--- src/rtl/types_pkg.sv ---
// -----------------------------------------------------------------------------
// types_pkg
// Shared VGA 640x480@60 timing constants, the RGB444 pixel type and the
// colour-bar lookup used by framebuffer_scanout and VgaTiming.
// -----------------------------------------------------------------------------
package types_pkg;

    localparam logic [9:0] H_VISIBLE = 10'd640;
    localparam logic [9:0] H_FRONT   = 10'd16;
    localparam logic [9:0] H_SYNC    = 10'd96;
    localparam logic [9:0] H_BACK    = 10'd48;
    localparam logic [9:0] H_TOTAL   = H_VISIBLE + H_FRONT + H_SYNC + H_BACK;  // 800

    localparam logic [9:0] V_VISIBLE = 10'd480;
    localparam logic [9:0] V_FRONT   = 10'd10;
    localparam logic [9:0] V_SYNC    = 10'd2;
    localparam logic [9:0] V_BACK    = 10'd33;
    localparam logic [9:0] V_TOTAL   = V_VISIBLE + V_FRONT + V_SYNC + V_BACK;  // 525

    localparam logic [9:0] BAR_WIDTH = 10'd80;

    typedef struct packed {
        logic [3:0] r;
        logic [3:0] g;
        logic [3:0] b;
    } rgb444_t;

    function automatic rgb444_t bar_colour(input logic [2:0] idx);
        case (idx)
            3'd0:    return 12'hF00;
            3'd1:    return 12'h0F0;
            3'd2:    return 12'h00F;
            3'd3:    return 12'hFF0;
            3'd4:    return 12'h0FF;
            3'd5:    return 12'hF0F;
            3'd6:    return 12'hFFF;
            default: return 12'h000;
        endcase
    endfunction

endpackage

--- src/rtl/framebuffer_scanout_vga_timing.sv ---
// -----------------------------------------------------------------------------
// VgaTiming
// Free-running 800x525 pixel/line counters for 640x480@60.
// Ports:
//   clk_i, rstn_i     pixel clock, asynchronous active-low reset
//   h_count_o         pixel within line, 0..799
//   v_count_o         line within frame, 0..524
//   hsync_raw_o       active-low horizontal sync, undelayed
//   vsync_raw_o       active-low vertical sync, undelayed
//   visible_o         inside the 640x480 active area
//   swap_point_o      single cycle per frame at h=0, v=480
// -----------------------------------------------------------------------------
module VgaTiming
    import types_pkg::*;
(
    input  logic       clk_i,
    input  logic       rstn_i,
    output logic [9:0] h_count_o,
    output logic [9:0] v_count_o,
    output logic       hsync_raw_o,
    output logic       vsync_raw_o,
    output logic       visible_o,
    output logic       swap_point_o
);

    logic [9:0] h_q, h_d;
    logic [9:0] v_q, v_d;

    always_comb begin
        h_d = h_q + 10'd1;
        v_d = v_q;
        if (h_q == H_TOTAL - 10'd1) begin
            h_d = '0;
            v_d = (v_q == V_TOTAL - 10'd1) ? '0 : v_q + 10'd1;
        end
    end

    always_ff @(posedge clk_i or negedge rstn_i) begin
        if (!rstn_i) begin
            h_q <= '0;
            v_q <= '0;
        end else begin
            h_q <= h_d;
            v_q <= v_d;
        end
    end

    assign h_count_o    = h_q;
    assign v_count_o    = v_q;
    assign hsync_raw_o  = !((h_q >= H_VISIBLE + H_FRONT) && (h_q < H_VISIBLE + H_FRONT + H_SYNC));
    assign vsync_raw_o  = !((v_q >= V_VISIBLE + V_FRONT) && (v_q < V_VISIBLE + V_FRONT + V_SYNC));
    assign visible_o    = (h_q < H_VISIBLE) && (v_q < V_VISIBLE);
    assign swap_point_o = (h_q == '0) && (v_q == V_VISIBLE);

endmodule

--- src/rtl/framebuffer_scanout.sv ---
// -----------------------------------------------------------------------------
// framebuffer_scanout
// Scans the front frame buffer out to 640x480@60 VGA, upscaling by SCALE,
// and performs the front/back swap only at the start of vertical blanking.
// Optional feature macro: SCANOUT_TEST_PATTERN_EN (8 vertical colour bars
// replace read_data; sync, latency and swap handshake unchanged).
// Ports:
//   clk, rstn          pixel clock, asynchronous active-low reset
//   frame_done         drawer finished the back buffer (held until draw_ack)
//   draw_ack           one-cycle pulse after a swap
//   buffer_select      front buffer index; drawer uses ~buffer_select
//   read_en/read_addr  frame buffer read port (registered RAM, 1-cycle)
//   read_data          returned RGB444 pixel
//   vga_hsync/vsync    active-low syncs, aligned with colour
//   vga_r/g/b          4-bit colour, black during blanking
// Pipeline: stage 0 counters/address, stage 1 RAM data, stage 2 outputs.
// -----------------------------------------------------------------------------
module framebuffer_scanout
    import types_pkg::*;
#(
    parameter int BUFFER_WIDTH      = 160,
    parameter int BUFFER_HEIGHT     = 120,
    parameter int BUFFER_DATA_WIDTH = 12,
    parameter int BUFFER_ADDR_WIDTH = $clog2(BUFFER_WIDTH * BUFFER_HEIGHT),
    parameter int SCALE             = 4
) (
    input  logic                         clk,
    input  logic                         rstn,
    input  logic                         frame_done,
    output logic                         draw_ack,
    output logic                         buffer_select,
    output logic                         read_en,
    output logic [BUFFER_ADDR_WIDTH-1:0] read_addr,
    input  logic [BUFFER_DATA_WIDTH-1:0] read_data,
    output logic                         vga_hsync,
    output logic                         vga_vsync,
    output logic [3:0]                   vga_r,
    output logic [3:0]                   vga_g,
    output logic [3:0]                   vga_b
);

    localparam int unsigned SHIFT = $clog2(SCALE);

    logic [9:0] h_count, v_count;
    logic       hsync_raw, vsync_raw, visible, swap_point;

    VgaTiming u_timing (
        .clk_i        (clk),
        .rstn_i       (rstn),
        .h_count_o    (h_count),
        .v_count_o    (v_count),
        .hsync_raw_o  (hsync_raw),
        .vsync_raw_o  (vsync_raw),
        .visible_o    (visible),
        .swap_point_o (swap_point)
    );

    // Stage 0: address straight from the counters. Gating with rstn keeps the
    // read strobe low while held in reset even though (0,0) is visible.
    assign read_en   = visible && rstn;
    assign read_addr = read_en
        ? BUFFER_ADDR_WIDTH'(32'(v_count >> SHIFT) * 32'(BUFFER_WIDTH) + 32'(h_count >> SHIFT))
        : '0;

    // Swap handshake: only the swap-point cycle can toggle, so the front
    // buffer is stable across the whole visible region.
    logic bsel_q, bsel_d;
    logic ack_q, ack_d;

    always_comb begin
        bsel_d = bsel_q;
        ack_d  = 1'b0;
        if (swap_point && frame_done) begin
            bsel_d = ~bsel_q;
            ack_d  = 1'b1;
        end
    end

    always_ff @(posedge clk or negedge rstn) begin
        if (!rstn) begin
            bsel_q <= 1'b0;
            ack_q  <= 1'b0;
        end else begin
            bsel_q <= bsel_d;
            ack_q  <= ack_d;
        end
    end

    assign buffer_select = bsel_q;
    assign draw_ack      = ack_q;

    // Stage 1: timing flags travel alongside the RAM access.
    logic    vis_s1_q, hs_s1_q, vs_s1_q;
    rgb444_t src_pix;

`ifdef SCANOUT_TEST_PATTERN_EN
    rgb444_t bar_s1_q;
    logic    unused_read_data;

    assign unused_read_data = ^read_data;

    always_ff @(posedge clk or negedge rstn) begin
        if (!rstn) bar_s1_q <= '0;
        else       bar_s1_q <= bar_colour(3'(h_count / BAR_WIDTH));
    end

    assign src_pix = bar_s1_q;
`else
    assign src_pix = rgb444_t'(read_data);
`endif

    always_ff @(posedge clk or negedge rstn) begin
        if (!rstn) begin
            vis_s1_q <= 1'b0;
            hs_s1_q  <= 1'b1;
            vs_s1_q  <= 1'b1;
        end else begin
            vis_s1_q <= visible;
            hs_s1_q  <= hsync_raw;
            vs_s1_q  <= vsync_raw;
        end
    end

    // Stage 2: registered outputs, black outside the active area.
    rgb444_t rgb_q, rgb_d;
    logic    hsync_q, vsync_q;

    assign rgb_d = vis_s1_q ? src_pix : '0;

    always_ff @(posedge clk or negedge rstn) begin
        if (!rstn) begin
            rgb_q   <= '0;
            hsync_q <= 1'b1;
            vsync_q <= 1'b1;
        end else begin
            rgb_q   <= rgb_d;
            hsync_q <= hs_s1_q;
            vsync_q <= vs_s1_q;
        end
    end

    assign vga_hsync = hsync_q;
    assign vga_vsync = vsync_q;
    assign vga_r     = rgb_q.r;
    assign vga_g     = rgb_q.g;
    assign vga_b     = rgb_q.b;

endmodule

--- config.mk ---
export PLATFORM = sky130hd
export DESIGN_NAME = framebuffer_scanout
export DESIGN_NICKNAME = d
export VERILOG_FILES = /design/src/rtl/types_pkg.sv /design/src/rtl/framebuffer_scanout_vga_timing.sv /design/src/rtl/framebuffer_scanout.sv
export SDC_FILE = /design/constraint.sdc
export NUM_CORES = 1
export LEC_CHECK = 0
export CAP_MARGIN = 40
export CELL_PAD_IN_SITES_DETAIL_PLACEMENT = 2
export CELL_PAD_IN_SITES_GLOBAL_PLACEMENT = 2
export CORE_MARGIN = 2
export CORE_UTILIZATION = 34
export DETAILED_ROUTE_END_ITERATION = 16
export GPL_ROUTABILITY_DRIVEN = 0
export PLACE_DENSITY = 0.89
export SLEW_MARGIN = 20
export SYNTH_ARGS = -nofsm -noshare
export SYNTH_HDL_FRONTEND = slang
export SYNTH_SLANG_ARGS = --single-unit
--- constraint.sdc ---
create_clock -name clk -period 5.9 [get_ports clk]
set_input_delay 1.18 -clock clk [delete_from_list [all_inputs] [get_ports clk]]
set_output_delay 1.18 -clock clk [all_outputs]
set_load 0.005 [all_outputs]
==> results of run 1 <==
-- synthesized netlist by cell type, types with 2 or more instances --
library cell,count
nand2_1,14
a21oi_1,2
clkbuf_1,2
o21ai_0,4
xnor2_1,10
dfrtp_1,35
inv_1,13
xor2_1,12
nor3_1,9
nand4_1,7
a21o_1,3
nor4_1,3
fa_1,2
and2_1,13
buf_2,2
and4_1,2
o21ai_1,3
nand3_1,9
ha_1,19
and3_1,12
a211oi_1,2
dfstp_2,4
nor2_1,20
-- layout make-up --
class                           count  area share
Inverter                           13      0.0169
Multi-Input combinational cell    170       0.422
Clock inverter                      3     0.00519
Timing Repair Buffer               47       0.160
Tap cell                           77      0.0333
Sequential cell                    39       0.339
Clock buffer                        5      0.0238
-- worst max-delay path: cells and delay by family, from the launching register on --
| family | cells | cell delay, ps |
|---|---|---|
| simple gates | 3 | 960 |
| compound gates | 1 | 130 |
| buf+inv | 2 | 590 |
| fa+ha+maj | 3 | 1030 |
| flops | 1 | 510 |
-- layer usage --
layer  GRT usage  vias to the layer above  routed length (um)
li1            -                      894                   -
met1       0.245                      956                2820
met2       0.326                       23                3280
met3      0.0318                        6                 152
met4      0.0664                        0                  82
met5           0                        -                   0
-- sequential cells by signal, summed over array words and instances, names as in the netlist, 4 cells and up --
name	cells
u_timing.v_count_o	10
vga_g	4
vga_b	4
vga_r	4
u_timing.h_count_o	10
-- cells in the final DEF (no fill, tap or decap), types with 3 or more instances in the layout --
cell / count
a21o_1: 3
and2_1: 13
and3_1: 12
clkbuf_8: 5
clkdlybuf4s50_1: 45
clkinv_2: 3
dfrtp_1: 35
dfstp_2: 4
ha_1: 19
inv_1: 13
nand2_1: 14
nand3_1: 9
nand4_1: 7
nor2_1: 20
nor3_1: 9
nor4_1: 3
o21ai_0: 4
o21ai_1: 3
xnor2_1: 10
xor2_1: 12
-- where the power goes --
group	switching (mW)	internal, mW
sequential	0.00124	0.271
combinational	0.0122	0.0193
clock	0.0987	0.0810
total	0.112	0.372
-- logic make-up (layout without fill, tap and decap cells) --
kind of cell,Yosys count,after routing,synth area share
compound gates,27,27,0.0905
buf+inv,17,68,0.0292
flops,39,39,0.432
xor+xnor,22,22,0.0849
simple gates,100,100,0.240
fa+ha+maj,21,21,0.122
-- path summary, 6_finish.rpt --
path                                            start               endpoint  depth (start not counted)
worst max register to register  u_timing.h_count_o[5]  u_timing.v_count_o[8]                          5
worst max-delay path            u_timing.v_count_o[3]          read_addr[13]                          9
worst min-delay path                          vs_s1_q              vga_vsync                          0
worst min register to register                vs_s1_q              vga_vsync                          0
max in group asynchronous                        rstn                hs_s1_q                          2
min in group asynchronous                        rstn               vga_b[2]                          1
==> metrics.md, run 1 <==
| Metric | Value |
|---|---|
| Worst setup EP type | `output port` |
| Top post-synthesis cells by area | `dfrtp_1, ha_1, dfstp_2, xor2_1, xnor2_1` |
| WL per Instance | `approximately 18 um` |
| Initial antenna violation count | `0` |
| Clock slew at reported path FFs | `80 ps` |
| Slew @ Worst Pin | `694 ps` |
| Seq cells post-synth | `39` |
| Fin Setup TNS | `0 ps` |
| Vias in the first global route | `about 2100` |
| Vias per inst | `about 5.3` |
| Crit path max fanout | `9` |
| TritonRoute pass-1 iters | `4` |
| I/O pins | `47` |
| Total Wirelength | `6330 um` |
| Worst Path Required | `around 4700 ps` |
| Max Clk Rate | `~210 MHz` |
| DRC | `0` |
| Pins Over Slew Limit | `0` |
| Inserted Clock Buffers | `5` |
| Multi-input logic area | `approximately 1200 um^2` |
| Final setup fails | `0` |
| Finished Layout Cells | `354` |
| Post-Syn Nets | `about 260` |
| Sequential cell area | `between 900 and 1000 um^2` |
| Pre-CTS setup slack | `~1500 ps` |
| Slew HR | `0.531` |
| Crit path kind | `reg2out` |
| EDFF count, synth | `0` |
| Maxcap violations | `0` |
| # Post-CTS Setup Buffers | `0` |
| Filler cell count | `678` |
| Die height | `roughly 86 um` |
| Worst path slowest cell | `clkdlybuf4s50_1` |
| Lkg Pwr | `1.31 nW` |
| Skew final | `between 7 and 8 ps` |
| Resized cells post-CTS | `0` |
| # clock sinks | `39` |
| Total Nets Final | `between 300 and 400` |
| Post-synth top area cell | `dfrtp_1` |
| R2r setup slk | `3900 ps` |
| Worst Hold Class | `reg2reg` |
| Clk root buf | `clkbuf_8` |
| H-tree levels | `2` |
| Power density cells | `roughly 170 nW/um^2` |
| Synthesized instance count | `around 230` |
| Ant diodes | `0` |
| Fraction of layout cells with a size suffix above 1 | `0.0794` |
| Synth Flop Type | `dfrtp_1` |
| CP startpoint kind | `flop` |
| Tot GR Track Use | `0.191` |
| Hold-fix buffers, CTS | `0` |
| Vias | `1879` |
| Placed Area | `~2800 um^2` |
| Skew-Pair Late Insertion Delay | `~300 ps` |
| CTS tree | `yes` |
| FP Rows | `29` |
| Post-synth top area share | `0.386` |
| Tcrit/Tclk final | `0.798` |
| Crit path cell chain | `ha_1 > ha_1 > inv_1 > fa_1 > nor4_1 > nand2_1 > or3b_1 > a21oi_2 > clkdlybuf4s50_1` |
| Synth warn | `0` |
| Synthesized area per cell | `between 10 and 15 um^2` |
| IO Port Bufs | `46` |
| First-pass GRT wire length | `approximately 11000 um` |
| Remaining antenna violation count | `0` |
| Cell variety after synth | `47` |
| WHS | `approximately 350 ps` |
| Sequential-to-total area share from yosys stat | `0.432` |
| Die footprint | `roughly 7300 um^2` |
| Detailed Place HPWL | `around 4800 um` |
| Core area | `roughly 6400 um^2` |
| Final WS setup | `between 1000 and 1500 ps` |
| Die width | `roughly 86 um` |
| Maximum VDD drop | `around 160 uV` |
| Starting density of the core | `0.355` |
| Crit path top cell by count | `ha_1` |
| Area grow syn2layout | `27.6%` |
| Status | `finished, final reports clean` |
| Synthesized cell area | `between 2000 and 2500 um^2` |
| Slowest stage delay, CP | `between 500 and 600 ps` |
| Inst Count DP | `346` |
| Fin. Hold Viols | `0` |
| Clk buf depth | `2` |
| Iter 0 DRT Violations | `between 50 and 60` |
| Largest net degree at the start of global routing | `32` |
| Ys async rst share | `1.00` |
| Final instance area | `just under 3000 um^2` |
| Final core utilization | `0.453` |
| RSZ-0062 raised after global routing | `no` |
| Final worst path period need | `~4700 ps` |
| Total power | `around 0.48 mW` |
| Grt ovf | `0` |
| WP data arrival | `between 3000 and 4000 ps` |
(Power assumes the default switching activity.)
==> inputs of run 2 (changes only) <==
CORE_UTILIZATION = 32   (was 34)
PLACE_DENSITY = 0.85   (was 0.89)
clock period = 4.7 ns   (was 5.9 ns; I/O delays follow)
==> run 2 against run 1 <==
Compared with the run above: non-clock buffer count unchanged; global-route usage shrank 0.82 points; via count grew 0.27%.
==> metrics.md, run 2 (synthesized netlist as in run 1, its figures left out) <==
| Metric | Value |
|---|---|
| Slew @ Worst Pin | `726 ps` |
| First-pass GRT wire length | `between 10000 and 15000 um` |
| Inserted Clock Buffers | `5` |
| Final WS setup | `between 200 and 300 ps` |
| Pins Over Slew Limit | `0` |
| Skew-Pair Late Insertion Delay | `about 300 ps` |
| H-tree levels | `2` |
| Crit path max fanout | `9` |
| Die height | `between 80 and 90 um` |
| IO Port Bufs | `between 40 and 50` |
| Area grow syn2layout | `30.2%` |
| Max Clk Rate | `227 MHz` |
| Maxcap violations | `0` |
| Final instance area | `slightly below 3000 um^2` |
| Tcrit/Tclk final | `0.937` |
| Total Nets Final | `~310` |
| Placed Area | `~2800 um^2` |
| Iter 0 DRT Violations | `42` |
| Hold-fix buffers, CTS | `0` |
| Vias in the first global route | `about 2100` |
| # clock sinks | `39` |
| Core area | `a little under 7000 um^2` |
| Sequential Power Share | `0.512` |
| RSZ-0062 raised after global routing | `no` |
| Clk root buf | `clkbuf_8` |
| Vias | `between 1500 and 2000` |
| Largest net degree at the start of global routing | `33` |
| Internal | `~0.52 mW` |
| FP Rows | `30` |
| Skew final | `~8.8 ps` |
| Starting density of the core | `0.332` |
| CP startpoint kind | `flop` |
| Worst Hold Class | `reg2reg` |
| Grt ovf | `0` |
| CTS tree | `yes` |
| WP data arrival | `between 3000 and 4000 ps` |
| DRC | `0` |
| Fin Setup TNS | `0 ps` |
| Fraction of layout cells with a size suffix above 1 | `0.0830` |
| Switch Pwr | `approximately 0.14 mW` |
| I/O pins | `between 40 and 50` |
| Clock slew at reported path FFs | `about 90 ps` |
| Slew HR | `0.510` |
| Die width | `around 88 um` |
| Filler cell count | `approximately 740` |
| Crit path kind | `reg2out` |
| # Post-CTS Setup Buffers | `0` |
| Final setup fails | `0` |
| Status | `finished, final reports clean` |
| Tot GR Track Use | `0.183` |
| Vias per inst | `5.05` |
| Initial antenna violation count | `0` |
| Die footprint | `around 7800 um^2` |
| Worst Path Required | `around 3800 ps` |
| WL per Instance | `~18 um` |
| Total Wirelength | `between 6000 and 7000 um` |
| Final worst path period need | `about 4400 ps` |
| Clk buf depth | `2` |
| Commonest non-fill, non-tap cell in the layout | `clkdlybuf4s50_1` |
| Maximum VDD drop | `roughly 98 uV` |
| TritonRoute pass-1 iters | `4` |
| Sw Ratio | `0.217` |
| Pre-CTS setup slack | `between 500 and 600 ps` |
| Ant diodes | `0` |
| Power density cells | `approximately 230 nW/um^2` |
| Lkg Pwr | `around 1.3 nW` |
| Worst setup EP type | `output port` |
| Detailed Place HPWL | `4990 um` |
| Power share of the combinational group | `0.060` |
| Remaining antenna violation count | `0` |
| Fin. Hold Viols | `0` |
| Clock share of power | `0.428` |
| Final core utilization | `0.432` |
| Most frequent cells in the layout | `clkdlybuf4s50_1, dfrtp_1, nor2_1` |
## run 2: cell types whose count changed in the layout (fill, tap and decap cells not counted)
cell,change
clkinv_4,+1
bufinv_16,+1
clkinv_2,-2
nor4_1,-1
nor4_2,+1
## run 2: path summary, 6_finish.rpt
| kind | startpoint | to | cells past startpoint | slack [ps] |
|---|---|---|---|---|
| max in group asynchronous | rstn | vs_s1_q | 2 | 3440 |
| worst max register to register | u_timing.h_count_o[7] | u_timing.v_count_o[8] | 5 | 2690 |
| worst min-delay path | vs_s1_q | vga_vsync | 0 | 350 |
| worst min register to register | vs_s1_q | vga_vsync | 0 | 350 |
| worst max-delay path | u_timing.v_count_o[3] | read_addr[13] | 9 | 290 |
| min in group asynchronous | rstn | vga_r[0] | 1 | 520 |
## run 2: per-stage QoR
stage / power [mW] / hold slack (ps) / std cells
4_1_cts: 0.677 / 350 / 373
6_report: 0.668 / 348 / 373
5_1_grt: 0.694 / 353 / 373
2_1_floorplan: 0.355 / 345 / 226
3_5_place_dp: 0.390 / 349 / 365
3_3_place_gp: 0.387 / 346 / 365
## run 2: worst max-delay path, cell delays in order, from the launching register on
cell	delay [ps]
dfrtp_1	520
ha_1	360
ha_1	220
inv_1	70
fa_1	480
nor4_2	370
nand2_1	120
or3b_1	370
a21oi_2	120
clkdlybuf4s50_1	530
## run 2: repair_timing
item | 4_1_cts | 5_1_grt
setup endpoints to repair | 0 | 1
hold endpoints to repair | 0 | 0
gates resized for setup | 0 | 1
## run 2: power by group through the flow
stage / Clock [mW] / Sequential [mW] / Combinational [mW]
floorplan: 0 / 0.349 / 0.00569
global placement: 0 / 0.348 / 0.0390
detailed placement: 0 / 0.349 / 0.0410
CTS: 0.293 / 0.342 / 0.0412
global route: 0.308 / 0.343 / 0.0443
finish: 0.286 / 0.342 / 0.0399
## run 2: final cells by class
| type | instances | area (um^2) | area share |
|---|---|---|---|
| multi-input combinational | 170 | 1230 | 0.416 |
| clock buffer | 5 | 68.8 | 0.0233 |
| tap | 96 | 120 | 0.0407 |
| inverter | 13 | 48.8 | 0.0165 |
| timing repair buffer | 47 | 463 | 0.157 |
| clock inverter | 3 | 43.8 | 0.0148 |
| sequential | 39 | 981 | 0.332 |
## run 2: routing by layer
metal  GRT usage  vias to the layer above  routed length [um]
met4      0.0496                        0                  94
met1       0.222                      952                2950
met5           0                        -                   0
met3      0.0330                        8                 202
li1            -                      892                   -
met2       0.330                       32                3430
